### config.mk
export PLATFORM = sky130hd
export DESIGN_NAME = alu_sequencer_flat
export DESIGN_NICKNAME = d
export VERILOG_FILES = /design/src/rtl/alu_sequencer_if.sv /design/src/rtl/alu_sequencer.sv /design/src/flat_wrapper.sv
export SDC_FILE = /design/constraint.sdc
export NUM_CORES = 1
export LEC_CHECK = 0
export CORE_MARGIN = 5
export CORE_UTILIZATION = 43
export CTS_BUF_LIST = sky130_fd_sc_hd__clkbuf_8
export CTS_CLUSTER_DIAMETER = 80
export DETAILED_ROUTE_END_ITERATION = 7
export GPL_TIMING_DRIVEN = 0
export PLACE_DENSITY = 0.93
export RECOVER_POWER = 100
export SKIP_LAST_GASP = 1
export SLEW_MARGIN = 30
export SYNTH_ARGS = -nofsm -noshare
export SYNTH_HDL_FRONTEND = slang
export SYNTH_SLANG_ARGS = --single-unit
### constraint.sdc
create_clock -name clock -period 2 [get_ports clock]
set_input_delay 0.6 -clock clock [delete_from_list [all_inputs] [get_ports clock]]
set_output_delay 0.6 -clock clock [all_outputs]
set_load 0.05 [all_outputs]
### src/rtl/alu_sequencer_if.sv
// Requester, ALU and response bundle for the ALU sequencer.
// Latency: none; this interface holds wires only.
// Backpressure: req_ready / rsp_ready give valid/ready flow control on both ends.
interface alu_sequencer_if;
  // request channel
  logic        req_valid;
  logic        req_ready;
  logic [4:0]  req_opcode;
  logic [31:0] req_a;
  logic [31:0] req_b;
  // shared ALU connection
  logic [31:0] alu_a;
  logic [31:0] alu_b;
  logic [4:0]  alu_opcode;
  logic [63:0] alu_c;
  // response channel
  logic        rsp_valid;
  logic        rsp_ready;
  logic [31:0] rsp_hi;
  logic [31:0] rsp_lo;
  logic        rsp_wide;
  logic        rsp_error;

  // sequencer side
  modport slave (
    input  req_valid, req_opcode, req_a, req_b, alu_c, rsp_ready,
    output req_ready, alu_a, alu_b, alu_opcode,
           rsp_valid, rsp_hi, rsp_lo, rsp_wide, rsp_error
  );

  // requester / ALU side
  modport master (
    output req_valid, req_opcode, req_a, req_b, alu_c, rsp_ready,
    input  req_ready, alu_a, alu_b, alu_opcode,
           rsp_valid, rsp_hi, rsp_lo, rsp_wide, rsp_error
  );
endinterface

### src/rtl/alu_sequencer.sv
// Sequences one operation at a time through the shared ALU and returns the 64-bit result.
// Latency: LAT(op)+1 edges counting the accept edge for legal ops, 1 edge for errors.
// Backpressure: no request is accepted until the response handshake completes.
module alu_sequencer #(
  parameter int unsigned BASE_LAT = 1,
  parameter int unsigned MUL_LAT  = 2,
  parameter int unsigned DIV_LAT  = 4
) (
  input  logic           clock,
  input  logic           clear,
  alu_sequencer_if.slave bus,
  output logic           busy,
  output logic [15:0]    op_count
);

  localparam logic [4:0] OP_FIRST = 5'b00011;  // Add
  localparam logic [4:0] OP_DIV   = 5'b01111;
  localparam logic [4:0] OP_MUL   = 5'b10000;
  localparam logic [4:0] OP_LAST  = 5'b10010;  // NOT

  localparam int unsigned MAX_LAT =
      (BASE_LAT > MUL_LAT) ? ((BASE_LAT > DIV_LAT) ? BASE_LAT : DIV_LAT)
                           : ((MUL_LAT  > DIV_LAT) ? MUL_LAT  : DIV_LAT);
  // counter holds LAT-1 at most
  localparam int unsigned CNT_W = (MAX_LAT > 1) ? $clog2(MAX_LAT) : 1;

  typedef enum logic [1:0] {
    IDLE = 2'd0,
    EXEC = 2'd1,
    RESP = 2'd2
  } state_t;

  state_t            state_q, state_d;
  logic [31:0]       y_q, y_d;
  logic [31:0]       b_q, b_d;
  logic [4:0]        op_q, op_d;
  logic [63:0]       z_q, z_d;
  logic [CNT_W-1:0]  cnt_q, cnt_d;
  logic              err_q, err_d;
  logic [15:0]       op_count_q, op_count_d;

  logic              req_legal;
  logic              req_div0;

  // Settling cycles minus one, so the counter reaching zero marks the capture cycle.
  function automatic logic [CNT_W-1:0] lat_m1(input logic [4:0] op);
    if (op == OP_MUL) begin
      return CNT_W'(MUL_LAT - 1);
    end else if (op == OP_DIV) begin
      return CNT_W'(DIV_LAT - 1);
    end else begin
      return CNT_W'(BASE_LAT - 1);
    end
  endfunction

  // Classify the incoming request: opcode range check and divide-by-zero.
  always_comb begin
    req_legal = (bus.req_opcode >= OP_FIRST) && (bus.req_opcode <= OP_LAST);
    req_div0  = (bus.req_opcode == OP_DIV) && (bus.req_b == 32'd0);
  end

  // Next-state and datapath update for the IDLE/EXEC/RESP sequence.
  always_comb begin
    state_d    = state_q;
    y_d        = y_q;
    b_d        = b_q;
    op_d       = op_q;
    z_d        = z_q;
    cnt_d      = cnt_q;
    err_d      = err_q;
    op_count_d = op_count_q;

    case (state_q)
      IDLE: begin
        // req_ready is just IDLE while out of reset, so valid alone completes the handshake
        if (bus.req_valid) begin
          y_d  = bus.req_a;
          b_d  = bus.req_b;
          op_d = bus.req_opcode;
          if (req_legal && !req_div0) begin
            cnt_d   = lat_m1(bus.req_opcode);
            state_d = EXEC;
          end else begin
            // error responses skip the ALU entirely
            z_d     = 64'd0;
            err_d   = 1'b1;
            state_d = RESP;
          end
        end
      end

      EXEC: begin
        // operands stay on the ALU until the settling count runs out
        if (cnt_q == '0) begin
          z_d     = bus.alu_c;
          err_d   = 1'b0;
          state_d = RESP;
        end else begin
          cnt_d = cnt_q - CNT_W'(1);
        end
      end

      RESP: begin
        if (bus.rsp_ready) begin
          op_count_d = op_count_q + 16'd1;
          state_d    = IDLE;
        end
      end

      default: begin
        state_d = IDLE;
      end
    endcase
  end

  // State and datapath registers; reset discards any operation in flight.
  always_ff @(posedge clock or negedge clear) begin
    if (!clear) begin
      state_q    <= IDLE;
      y_q        <= 32'd0;
      b_q        <= 32'd0;
      op_q       <= 5'd0;
      z_q        <= 64'd0;
      cnt_q      <= '0;
      err_q      <= 1'b0;
      op_count_q <= 16'd0;
    end else begin
      state_q    <= state_d;
      y_q        <= y_d;
      b_q        <= b_d;
      op_q       <= op_d;
      z_q        <= z_d;
      cnt_q      <= cnt_d;
      err_q      <= err_d;
      op_count_q <= op_count_d;
    end
  end

  // Output decode: the ALU sees the registered operands, the response shows Z.
  always_comb begin
    bus.req_ready  = (state_q == IDLE) && clear;
    bus.alu_a      = y_q;
    bus.alu_b      = b_q;
    bus.alu_opcode = op_q;
    bus.rsp_valid  = (state_q == RESP);
    bus.rsp_hi     = z_q[63:32];
    bus.rsp_lo     = z_q[31:0];
    bus.rsp_wide   = (state_q == RESP) && ((op_q == OP_MUL) || (op_q == OP_DIV));
    bus.rsp_error  = err_q;
    busy           = (state_q != IDLE);
    op_count       = op_count_q;
  end

endmodule

### src/flat_wrapper.sv
// flat-port wrapper written by rule: the top's interface ports become plain ports
module alu_sequencer_flat 
#(
  parameter int unsigned BASE_LAT = 1,
  parameter int unsigned MUL_LAT  = 2,
  parameter int unsigned DIV_LAT  = 4
)
  (clock, clear, busy, op_count, bus_req_valid, bus_req_opcode, bus_req_a, bus_req_b, bus_alu_c, bus_rsp_ready, bus_req_ready, bus_alu_a, bus_alu_b, bus_alu_opcode, bus_rsp_valid, bus_rsp_hi, bus_rsp_lo, bus_rsp_wide, bus_rsp_error);
  alu_sequencer_if bus_i ();
  input  logic clock;
  input  logic clear;
  output logic busy;
  output logic [15:0] op_count;
  input wire logic [$bits(bus_i.req_valid)-1:0] bus_req_valid;
  input wire logic [$bits(bus_i.req_opcode)-1:0] bus_req_opcode;
  input wire logic [$bits(bus_i.req_a)-1:0] bus_req_a;
  input wire logic [$bits(bus_i.req_b)-1:0] bus_req_b;
  input wire logic [$bits(bus_i.alu_c)-1:0] bus_alu_c;
  input wire logic [$bits(bus_i.rsp_ready)-1:0] bus_rsp_ready;
  output wire logic [$bits(bus_i.req_ready)-1:0] bus_req_ready;
  output wire logic [$bits(bus_i.alu_a)-1:0] bus_alu_a;
  output wire logic [$bits(bus_i.alu_b)-1:0] bus_alu_b;
  output wire logic [$bits(bus_i.alu_opcode)-1:0] bus_alu_opcode;
  output wire logic [$bits(bus_i.rsp_valid)-1:0] bus_rsp_valid;
  output wire logic [$bits(bus_i.rsp_hi)-1:0] bus_rsp_hi;
  output wire logic [$bits(bus_i.rsp_lo)-1:0] bus_rsp_lo;
  output wire logic [$bits(bus_i.rsp_wide)-1:0] bus_rsp_wide;
  output wire logic [$bits(bus_i.rsp_error)-1:0] bus_rsp_error;
  assign bus_i.req_valid = bus_req_valid;
  assign bus_i.req_opcode = bus_req_opcode;
  assign bus_i.req_a = bus_req_a;
  assign bus_i.req_b = bus_req_b;
  assign bus_i.alu_c = bus_alu_c;
  assign bus_i.rsp_ready = bus_rsp_ready;
  assign bus_req_ready = bus_i.req_ready;
  assign bus_alu_a = bus_i.alu_a;
  assign bus_alu_b = bus_i.alu_b;
  assign bus_alu_opcode = bus_i.alu_opcode;
  assign bus_rsp_valid = bus_i.rsp_valid;
  assign bus_rsp_hi = bus_i.rsp_hi;
  assign bus_rsp_lo = bus_i.rsp_lo;
  assign bus_rsp_wide = bus_i.rsp_wide;
  assign bus_rsp_error = bus_i.rsp_error;
  alu_sequencer #(.BASE_LAT(BASE_LAT), .MUL_LAT(MUL_LAT), .DIV_LAT(DIV_LAT)) u_core (.clock(clock), .clear(clear), .bus(bus_i), .busy(busy), .op_count(op_count));
endmodule
==> results.cfg <==
[cts]
cts_tree = done
clk_latency_ns = 0.44
htree_levels = 4
cts.clk_slew.worst_paths_ns = 0.08
cts_sinks = 154
numCtsBuffers = 17
cts_hold_buf = 0
cts-root-buf = clkbuf_8
cts_max_path_buffers = 2

[floorplanning]
start_util_pct = 44.19
core_area_sq_mm = 0.01464
boundaryPins = 291
die_x_um = 132.7
rows = 44
die_h_um = 132.7
dieArea_sq_mm = 0.01760

[synthesis]
ys_seq_area_share_pct = 59.55
synth.net_count = 665
yosysWarnings = 0
ys_async_sr_fraction_pct = 100.0
yosysUniqueCellTypes = 32
synthXorXnorAreaFrac_pct = 2.166
synth_top_family_by_area = multiplexers
synthSimpleGateAreaFrac_pct = 8.140
muxShareOfSynthArea_pct = 22.74
synth_ff_type = dfrtp_1
synth_seq_cells = 154
synthCells = 526
synth_fa_ha_area_share_pct = 0.3867
synth-edff-count = 0
syn_area_per_cell_sq_um = 12.30
synth_compound_area_share_pct = 0.8894
syn_area_sq_mm = 0.006471

[timing]
max_slew_margin_pct = 24.57
setup_ws_ns = -0.1420
min_period_over_period_pct = 107.1
max_freq_mhz = 466.9
rsz0062_at_grt = true
finalSetupViolations = 6
whs_ns = 0.04870
fin_worst_skew_ns = 0.009203
min_period_ns = 2.142
maxSlewViolCount = 0
hold_viol_final = 0
tightestPinTransition_ns = 1.131
tns_ns = -0.4086

[route]
firstDrtPassIters = 4
ant_nets = 0
drc = 0
wl_per_cell_um = 19.85
vias = 5251
vias_per_cell = 4.973
drt_iter0_drc = 176
detail_route.wirelength_um = 20960

[status]
failed_checks = setup timing
status = complete, but fails checks

[pwr]
p_leak_nw = 4.947
ir_drop_mv = 1.137
p_sw_share_pct = 50.73
pwr-share-seq_pct = 29.6
finalPower_mw = 17.47
p_int_mw = 8.608
p_comb_share_pct = 57.2
powerDensity_mw_per_mm2 = 1708
power_switching_mw = 8.863
pwr-share-clk_pct = 13.2

[cells_and_area]
layout-drive-gt1-share_pct = 17.34
final_util_pct = 69.85
fin_area_sq_mm = 0.01023
syn2layout_area_growth_pct = 58.06
final_cells = 1056
nets = 998
layout_common_cells = 153 x dfrtp_1, 98 x clkdlybuf4s50_1, 71 x dlygate4sd2_1
final_common_cell = dfrtp_1

[worst_setup_path]
worstPathCellList = or2_2 -> nor2_2 -> clkbuf_4
crit_buf_inv = 1
critical_path.top_delay_family = simple AND/OR/NAND/NOR gates
r2r_slack_ns = 0.06
cp_max_fo = 3
required_ns = 1.40
path_class = flop to output port
end_kind = output port
cpPeakStageDelay_ns = 0.42
cp-start-kind = flop
critPathArrivalTime_ns = 1.54
cpMaxStageDelayCell = dfrtp_2

[placed_design]
dp_slack_ns = -0.9365
gp_congestion = 0.7794
port_buffers = 290
dp.cells = 1001
postPlaceCellArea_sq_mm = 0.009642
dpl.hpwl_um = 15100

[global_routing]
grt_use_total_pct = 23.47
overflow = 0
grt_pass1_wl_um = 32110
grt_pass1_vias = 5809
antenna_found_initial = 1
grt_max_degree = 83

[worst_hold_path]
hold_path_class = primary input to async pin

[job]
cap_violations = 0
## layer usage
layer / vias to the layer above / GRT usage (%) / part of all wire, %
met2: 256 / 42.14 / 53
met4: 0 / 9.238 / 2.4
met3: 35 / 9.188 / 9.5
li1: 2396 / - / -
met5: - / 0 / 0
met1: 2564 / 24.69 / 36
## layout make-up
type | instances | area [sq um]
fill | 1042 | 4415
timing repair buffer | 314 | 2943
tap | 184 | 230.2
buffer | 21 | 177.7
inverter | 70 | 264.0
multi-input combinational | 281 | 2379
clock inverter | 13 | 130.1
clock buffer | 18 | 247.7
sequential | 154 | 3855
antenna | 1 | 2.502
## final timing paths
kind	startpoint	end	cells after the start
max	u_core.state_q[0]	bus_req_ready	3
min	clear	u_core.z_q[16]	1
max reg2reg	u_core.state_q[0]	u_core.bus.alu_b[13]	4
min reg2reg	u_core.bus.alu_a[6]	u_core.bus.alu_a[6]	1
max in group asynchronous	clear	u_core.bus.alu_b[8]	2
min in group clock	bus_req_b[21]	u_core.bus.alu_b[21]	2
## power groups by stage
stage          Combinational [mW]  Sequential (mW)  Clock, mW
2_1_floorplan                2.11             9.52          0
3_3_place_gp                 10.1             5.12          0
3_5_place_dp                 10.2             5.22          0
4_1_cts                      9.91             5.11       2.33
5_1_grt                      10.4             5.33       2.47
6_report                     10.0             5.17       2.30
## what timing repair did
action	in CTS	in global routing
pin swaps	16	15
gates cloned	5	0
gates resized for setup	309	130
setup buffers	12	6
endpoints found under the setup margin	221	134
## cells by family (layout without fill, tap and decap cells)
| logic type | Yosys count | count (layout) |
|---|---|---|
| flip-flops | 154 | 154 |
| multiplexers | 138 | 138 |
| AND/OR/NAND/NOR | 117 | 117 |
| buffers and inverters | 91 | 436 |
| XOR/XNOR | 16 | 16 |
| AO/OA/AOI/OAI | 8 | 8 |
| adder cells (fa/ha/maj) | 2 | 2 |
| other | 0 | 1 |
## flip-flops by register name (all words and copies together) (netlist names)
signal and flops:
u_core.cnt_q 2, u_core.op_count 16, u_core.bus.alu_a 32, u_core.bus.alu_b 32
u_core.state_q 2, u_core.bus.alu_opcode 5, u_core.z_q 64, u_core.bus.rsp_error 1
## cells in the mapped netlist (2+ instances only)
| cell type | number | area, sq um |
|---|---|---|
| clkbuf_1 | 7 | 26.28 |
| and3_1 | 4 | 25.02 |
| xor2_1 | 5 | 43.79 |
| nor4_1 | 10 | 62.56 |
| nand4_1 | 7 | 43.79 |
| nand2_1 | 70 | 262.8 |
| mux2_1 | 72 | 810.8 |
| ha_1 | 2 | 25.02 |
| nand3_1 | 9 | 45.04 |
| dfrtp_1 | 154 | 3854 |
| o21ai_1 | 2 | 10.01 |
| buf_2 | 8 | 40.04 |
| nor2_1 | 8 | 30.03 |
| xnor2_1 | 11 | 96.34 |
| mux2i_1 | 66 | 660.6 |
| inv_1 | 68 | 255.2 |
| buf_6 | 6 | 67.56 |
| nand2b_1 | 2 | 12.51 |
| nor3_1 | 2 | 10.01 |
Power figures use the tool's default switching activity.
